$ cat src/rtl/pieo_post_deq_dispatcher.sv
// Dequeue-side dispatcher for the PIEO scheduler. It requests elements from
// the PIEO, holds each element until its send time, then grants the chosen
// per-flow FIFO the egress stream for one packet.
module pieo_post_deq_dispatcher #(
    parameter int NUM_FIFO       = 3,
    parameter int ID_LOG         = 2,
    parameter int RANK_LOG       = 1,
    parameter int TIME_LOG       = 1,
    parameter int RESP_TIMEOUT   = 15,
    parameter int BACKOFF_CYCLES = 4,
    parameter int CNT_WIDTH      = 16
) (
    input  logic                               clk,
    input  logic                               rst,
    input  logic [TIME_LOG-1:0]                curr_time,
    input  logic                               pieo_ready,
    output logic                               pieo_deq_trigger,
    output logic [TIME_LOG-1:0]                pieo_deq_time,
    input  logic                               pieo_deq_valid,
    input  logic                               pieo_deq_empty,
    input  logic [ID_LOG+RANK_LOG+TIME_LOG-1:0] pieo_deq_element,
    input  logic [NUM_FIFO-1:0]                fifo_not_empty,
    output logic [NUM_FIFO-1:0]                fifo_release,
    input  logic                               tx_tvalid,
    input  logic                               tx_tready,
    input  logic                               tx_tlast,
    output logic                               busy,
    output logic [CNT_WIDTH-1:0]               pkt_count,
    output logic [CNT_WIDTH-1:0]               err_count
);

    localparam int TMR_MAX = (RESP_TIMEOUT > BACKOFF_CYCLES) ? RESP_TIMEOUT : BACKOFF_CYCLES;
    localparam int TMR_W   = $clog2(TMR_MAX + 1);

    typedef enum logic [2:0] {
        S_IDLE,
        S_REQ,
        S_WAIT_RESP,
        S_HOLD,
        S_SEND,
        S_BACKOFF
    } state_t;

    function automatic logic [NUM_FIFO-1:0] f_onehot(input logic [ID_LOG-1:0] id);
        logic [NUM_FIFO-1:0] oh;
        oh = '0;
        for (int unsigned i = 0; i < NUM_FIFO; i++) begin
            if (32'(id) == i) oh[i] = 1'b1;
        end
        return oh;
    endfunction

    state_t                r_state;
    state_t                w_next;
    logic [TMR_W-1:0]      r_timer;
    logic [ID_LOG-1:0]     r_id;
    logic [RANK_LOG-1:0]   r_rank;
    logic [TIME_LOG-1:0]   r_send_time;
    logic                  r_trigger;
    logic [TIME_LOG-1:0]   r_deq_time;
    logic [NUM_FIFO-1:0]   r_release;
    logic                  r_busy;
    logic [CNT_WIDTH-1:0]  r_pkt;
    logic [CNT_WIDTH-1:0]  r_err;

    logic [ID_LOG-1:0]     w_resp_id;
    logic [RANK_LOG-1:0]   w_resp_rank;
    logic [TIME_LOG-1:0]   w_resp_time;
    logic [TIME_LOG-1:0]   w_resp_diff;
    logic [TIME_LOG-1:0]   w_hold_diff;
    logic                  w_resp_elig;
    logic                  w_hold_elig;
    logic                  w_resp_ok;
    logic                  w_latch;
    logic [ID_LOG-1:0]     w_grant_id;
    logic                  w_last_beat;
    logic                  w_discard;
    logic                  w_timeout;
    logic                  w_unused_rank;

    assign w_resp_id   = pieo_deq_element[ID_LOG-1:0];
    assign w_resp_rank = pieo_deq_element[ID_LOG +: RANK_LOG];
    assign w_resp_time = pieo_deq_element[ID_LOG+RANK_LOG +: TIME_LOG];

    // Modular difference: MSB clear means send_time is at or behind curr_time.
    assign w_resp_diff = curr_time - w_resp_time;
    assign w_hold_diff = curr_time - r_send_time;
    assign w_resp_elig = ~w_resp_diff[TIME_LOG-1];
    assign w_hold_elig = ~w_hold_diff[TIME_LOG-1];

    // An out-of-range id yields an all-zero one-hot, so it is discarded too.
    assign w_resp_ok   = |(f_onehot(w_resp_id) & fifo_not_empty);
    assign w_latch     = (r_state == S_WAIT_RESP) && pieo_deq_valid && !pieo_deq_empty;
    assign w_grant_id  = w_latch ? w_resp_id : r_id;
    assign w_last_beat = tx_tvalid && tx_tready && tx_tlast;

    // Rank travels with the element but does not affect dispatch.
    assign w_unused_rank = ^r_rank;

    // Next-state decode and error events.
    always_comb begin
        w_next    = r_state;
        w_discard = 1'b0;
        w_timeout = 1'b0;
        case (r_state)
            S_IDLE:      if (pieo_ready && |fifo_not_empty) w_next = S_REQ;
            S_REQ:       w_next = S_WAIT_RESP;
            S_WAIT_RESP: begin
                if (pieo_deq_valid) begin
                    if (pieo_deq_empty) begin
                        w_next = S_BACKOFF;
                    end else if (!w_resp_ok) begin
                        w_discard = 1'b1;
                        w_next    = S_IDLE;
                    end else if (w_resp_elig) begin
                        w_next = S_SEND;
                    end else begin
                        w_next = S_HOLD;
                    end
                end else if (r_timer == TMR_W'(RESP_TIMEOUT - 1)) begin
                    w_timeout = 1'b1;
                    w_next    = S_IDLE;
                end
            end
            S_HOLD:      if (w_hold_elig) w_next = S_SEND;
            S_SEND:      if (w_last_beat) w_next = S_IDLE;
            S_BACKOFF:   if (r_timer == TMR_W'(BACKOFF_CYCLES - 1)) w_next = S_IDLE;
            default:     w_next = S_IDLE;
        endcase
    end

    // State register, dwell timer and latched element.
    always_ff @(posedge clk) begin
        if (rst) begin
            r_state     <= S_IDLE;
            r_timer     <= '0;
            r_id        <= '0;
            r_rank      <= '0;
            r_send_time <= '0;
        end else begin
            r_state <= w_next;
            if (w_next != r_state) begin
                r_timer <= '0;
            end else if (r_state == S_WAIT_RESP || r_state == S_BACKOFF) begin
                r_timer <= r_timer + 1'b1;
            end
            if (w_latch) begin
                r_id        <= w_resp_id;
                r_rank      <= w_resp_rank;
                r_send_time <= w_resp_time;
            end
        end
    end

    // Outputs are registered from the next state so they line up with it.
    always_ff @(posedge clk) begin
        if (rst) begin
            r_trigger  <= 1'b0;
            r_deq_time <= '0;
            r_release  <= '0;
            r_busy     <= 1'b0;
        end else begin
            r_trigger  <= (w_next == S_REQ);
            r_deq_time <= (w_next == S_REQ) ? curr_time : '0;
            r_release  <= (w_next == S_SEND) ? f_onehot(w_grant_id) : '0;
            r_busy     <= (w_next != S_IDLE);
        end
    end

    // Saturating statistics counters.
    always_ff @(posedge clk) begin
        if (rst) begin
            r_pkt <= '0;
            r_err <= '0;
        end else begin
            if (r_state == S_SEND && w_last_beat && r_pkt != '1) r_pkt <= r_pkt + 1'b1;
            if ((w_discard || w_timeout) && r_err != '1) r_err <= r_err + 1'b1;
        end
    end

    assign pieo_deq_trigger = r_trigger;
    assign pieo_deq_time    = r_deq_time;
    assign fifo_release     = r_release;
    assign busy             = r_busy;
    assign pkt_count        = r_pkt;
    assign err_count        = r_err;

endmodule

$ cat config.mk
export PLATFORM = sky130hd
export DESIGN_NAME = pieo_post_deq_dispatcher
export DESIGN_NICKNAME = d
export VERILOG_FILES = /design/src/rtl/pieo_post_deq_dispatcher.sv
export SDC_FILE = /design/constraint.sdc
export NUM_CORES = 1
export LEC_CHECK = 0
export BUFFER_PORTS_ARGS = -buffer_cell sky130_fd_sc_hd__buf_2
export CORE_UTILIZATION = 25
export CTS_CLUSTER_DIAMETER = 200
export DETAILED_ROUTE_END_ITERATION = 10
export PLACE_DENSITY = 0.43
export SKIP_LAST_GASP = 1
export SYNTH_ARGS = -nofsm -noshare
export SYNTH_HDL_FRONTEND = slang
export SYNTH_SLANG_ARGS = --single-unit
export TNS_END_PERCENT = 5
$ cat constraint.sdc
create_clock -name clk -period 4.72 [get_ports clk]
set_input_delay 0.236 -clock clk [delete_from_list [all_inputs] [get_ports clk]]
set_output_delay 0.236 -clock clk [all_outputs]
set_load 0.05 [all_outputs]
# Word-level counts from Yosys, hierarchy flattened
# Cells that the tools add are included.
# word_totals
register_bits	48
input_bits	16
output_inout_bits	38
word_cells	78
# classes
add_sub_neg	5
eq_ne	16
mux	24
bitwise_logic	3
reduce_logical	20
# ops
op	n
$add A16 B1 Y16 const B	2
$ne A16 B16 Y1 const B	2
$mux W3	9
$pmux W3 S6	1
$mux W1	13
$eq A3 B3 Y1 const B	3
$logic_and A1 B1 Y1	8
$eq A3 B1 Y1 const B	2
$eq A3 B2 Y1 const B	2
$reduce_or A2 Y1	3
$reduce_or A3 Y1	2
$add A4 B1 Y4 const B	1
$eq A2 B1 Y1 const B	2
$eq A2 B2 Y1 const B	2
$eq A4 B2 Y1 const B	1
$eq A4 B4 Y1 const B	1
$logic_not A2 Y1	2
$and A3 B3 Y3	1
$logic_not A3 Y1	1
$ne A3 B3 Y1	1
$reduce_bool A3 Y1	1
$logic_or A1 B1 Y1	2
$mux W2	1
$not A1 Y1	2
2 further kinds	3

# Logic depth before layout (Yosys ltp)
# depth
depth_word	11
ltp_mapped	7
depth_no_buf	7

# Worst setup path before layout
# OpenSTA, ideal clock, no wires.
# synth_path
kind	reg-to-reg
from	reg r_err[3] (netlist: err_count[3])
to	reg r_err[1] (netlist: err_count[1])
setup_ns	0.128
arrival_time_ns	2.010
t_required_ns	4.592
path_slack_ns	2.582
stages_incl_launch_ff	7
n_path_buf	0
synth_period_minus_slack_ns	2.138
path_cell_list	dfxtp_1 nand4_1 nor4_1 nand4_1 nand2_1 mux2i_1 nor2_1
# synth_via
elab_chain_cells	2
# synth_lines
item	line_no	text
start, declared	64	logic [CNT_WIDTH-1:0] r_err;
start signal, assigned	177	if ((w_discard || w_timeout) && r_err != '1) r_err <= r_err + 1'b1;
$ne A16 B16 Y1	177	
$logic_and A1 B1 Y1	177	
# No other way between the ends.
# A chain may end at the register's enable or synchronous reset.

# Worst setup path in the final report
# layout_path
from	reg r_state[1]
to	reg r_timer[3]
# layout_via
elab_chain_cells	5
elab_cells_between_ends	16
cone_classes	6 x eq/ne; 7 x mux; 3 x reduce/logical
# layout_lines
item	line_no	text
start, declared	53	state_t r_state;
start signal, assigned	141	r_state <= w_next;
$mux W3	120	end else if (r_timer == TMR_W'(RESP_TIMEOUT - 1)) begin
$mux W3	109	if (pieo_deq_valid) begin
$pmux W3 S6	105	case (r_state)
$ne A3 B3 Y1	142	if (w_next != r_state) begin
$reduce_or A2 Y1 (no line)	-	
end signal, assigned	145	r_timer <= r_timer + 1'b1;
end, declared	55	logic [TMR_W-1:0] r_timer;
# Several ways; a longest one is shown, not always the timed one.

==> impl_metrics.json <==
{
  "yosysWarnings": 0,
  "placed_area_sq_um": 2666,
  "synth_area_leaders": "dfxtp_1 42%, nor2_1 7.7%, xnor2_1 6.9%, xor2_1 5.3%, nand3_1 4.1%",
  "grt_max_degree": 42,
  "wire_per_inst_microns": 12.68,
  "cp_max_fo": 11,
  "die_h_microns": 97.86,
  "finalSetupViolCount": 0,
  "synthesis.area_sq_um": 2297,
  "multi_input_area_sq_um": 1284,
  "cts-htree-levels": 2,
  "numCtsBuffers": 5,
  "synth_commonest_cells": "48 x dfxtp_1, 47 x nor2_1, 21 x nand2_1",
  "synth_area_per_cell_sq_um": 8.446,
  "io_pins": 54,
  "min_path_type": "in -> reg",
  "grt-ovfl-total": 0,
  "cp.arrival_ns": 2.49,
  "cts.path.max_buffers": 2,
  "finalPower_mw": 0.7486,
  "post_cts_buffers": 0,
  "seqCellArea_sq_um": 960.9,
  "route.antenna.remaining_nets": 0,
  "whs_ns": 0.1879,
  "crit_chain": "nor3b_2, nand2_1, nor2_1, a221o_1, o2111ai_1, nor3_1",
  "worstMarginPinSlew_ns": 0.9294,
  "status": "complete, but fails checks",
  "leakagePower_nw": 1.077,
  "final_nets": 345,
  "grt_usage_pct": 12.21,
  "synth_edf_count": 0,
  "fmax_mhz": 439.3,
  "vdd_drop_max_uv": 94.98,
  "area_growth_syn_to_layout_pct": 20.26,
  "num_rows": 34,
  "layout_min_cycle_time_ns": 2.276,
  "synthCells": 272,
  "fillers": 939,
  "drive_gt1_share_pct": 19.33,
  "drtIter0Drc": 82,
  "worstPathRequired_ns": 4.93,
  "drc": 10,
  "synth_top_area_share_pct": 41.83,
  "grt_pass1_vias": 1956,
  "tns_ns": 0,
  "powerDensity_nw_per_um2": 271.0,
  "numPortBuffers": 52,
  "start_util_pct": 26.09,
  "ys_ff_latch": 48,
  "ys_types": 39,
  "ys.flop_type": "dfxtp_1",
  "gp_congestion": 0.7616,
  "vias_per_cell": 4.767,
  "post-route-cell-area_sq_um": 2763,
  "clock_sinks": 48,
  "cts-root-buf": "clkbuf_8",
  "cap_violations": 0,
  "tritoncts": "yes",
  "max_slew_margin_pct": 37.47,
  "hold_viol_final": 0,
  "worst_setup_path_end_kind": "flip-flop",
  "die-area_sq_um": 9577,
  "post-dp-hpwl_microns": 4025,
  "postCtsHoldBufs": 0,
  "critical_path_class": "reg -> reg",
  "finClkSkew_ns": 0.01108,
  "clk_latency_ns": 0.30,
  "yosysMostFrequentCell": "dfxtp_1",
  "syn_nets": 292,
  "slowest_delay_ns": 0.53,
  "die_x_microns": 97.86,
  "finalMaxSlewViolations": 0,
  "grt_pass1_wl_microns": 9501,
  "worstSetupStartpointType": "flip-flop",
  "dp.cells": 426,
  "dr.pass1.iters": 7,
  "async_flop_share_pct": 0,
  "routed_wl_microns": 5501,
  "final_cells": 434,
  "grt_antenna_before_repair": 0,
  "post_cts_resized": 0,
  "path_clk_slew_ns": 0.09,
  "coreArea_sq_um": 8806,
  "yosysTopAreaCell": "dfxtp_1",
  "antenna_cells": 0,
  "min_period_over_period_pct": 48.23,
  "violations": "DRC",
  "rsz0062_at_grt": "false",
  "ys_seq_area_share_pct": 41.83,
  "slowest_stage": "dfxtp_1",
  "vias": 2069
}
## registers in the layout, indices dropped and copies added, names as in the netlist, 2 cells and up
name	flops
r_state	3
r_id	2
fifo_release	3
r_timer	4
pkt_count	16
err_count	16
## power by group
group / switching (mW) / internal, mW / total (mW)
sequential: 0.00607 / 0.410 / 0.417
clock: 0.143 / 0.120 / 0.263
combinational: 0.0467 / 0.0226 / 0.0694
## cells by family (layout without fill, tap and decap cells)
kind of cell,after synthesis,after routing,synth area share [%]
AOI/OAI and AO/OA,28,28,8.279
DFF,48,48,41.83
and+or+nand+nor,142,142,31.05
buffers and inverters,13,67,2.288
muxes,5,5,2.179
adders and majority gates,4,4,2.179
xor gates and xnor gates,32,32,12.20
## layout by cell type (no fill, tap or decap), types with 2 or more instances in the layout
cell type   n
a21oi_1    10
a31oi_1     2
and2_1      2
and3_1      4
buf_2      52
clkbuf_8    6
dfxtp_1    48
ha_1        4
inv_1       7
mux2i_1     5
nand2_1    21
nand3_1    19
nand4_1    13
nor2_1     47
nor2b_1     5
nor3_1     10
nor3b_1     5
nor4_1      2
o2111ai_1   4
o211ai_1    2
o21ai_0     4
or3_1       5
xnor2_1    18
xor2_1     14
## critical path, delay by kind of cell, from the launching register on
kind            cells  cell delay, ns
flops               1            0.53
simple gates        4            1.11
compound gates      2            0.55
## area by class of cell
class                           instances  area share [%]
Multi-Input combinational cell        211           46.47
Sequential cell                        48           34.78
Timing Repair Buffer                   52           9.420
Tap cell                              108           4.891
Clock inverter                          2          0.4982
Clock buffer                            6           2.989
Inverter                                7          0.9511
## metrics by stage
stage               utilization (%)  setup WS [ns]
floorplan                         -          2.582
global placement              30.28          2.446
detailed placement            30.28          2.423
CTS                           31.37          2.390
global route                  31.37          2.076
finish                        31.37          2.444
## routing by layer
layer | GRT usage (%) | share of wire, %
met5 | 0 | 0
met4 | 4.079 | 0.64
met3 | 2.792 | 3.7
met2 | 18.53 | 44
met1 | 16.98 | 52
## worst paths after layout
check                                          from           end  slack [ns]  depth (start not counted)
worst min register to register         pkt_count[9]  pkt_count[9]        0.52                          2
worst min-delay path            pieo_deq_element[3]   r_send_time        0.19                          3
worst max register to register           r_state[1]    r_timer[3]        2.44                          6
worst max-delay path                     r_state[1]    r_timer[3]        2.44                          6
Power figures use the tool's default switching activity.
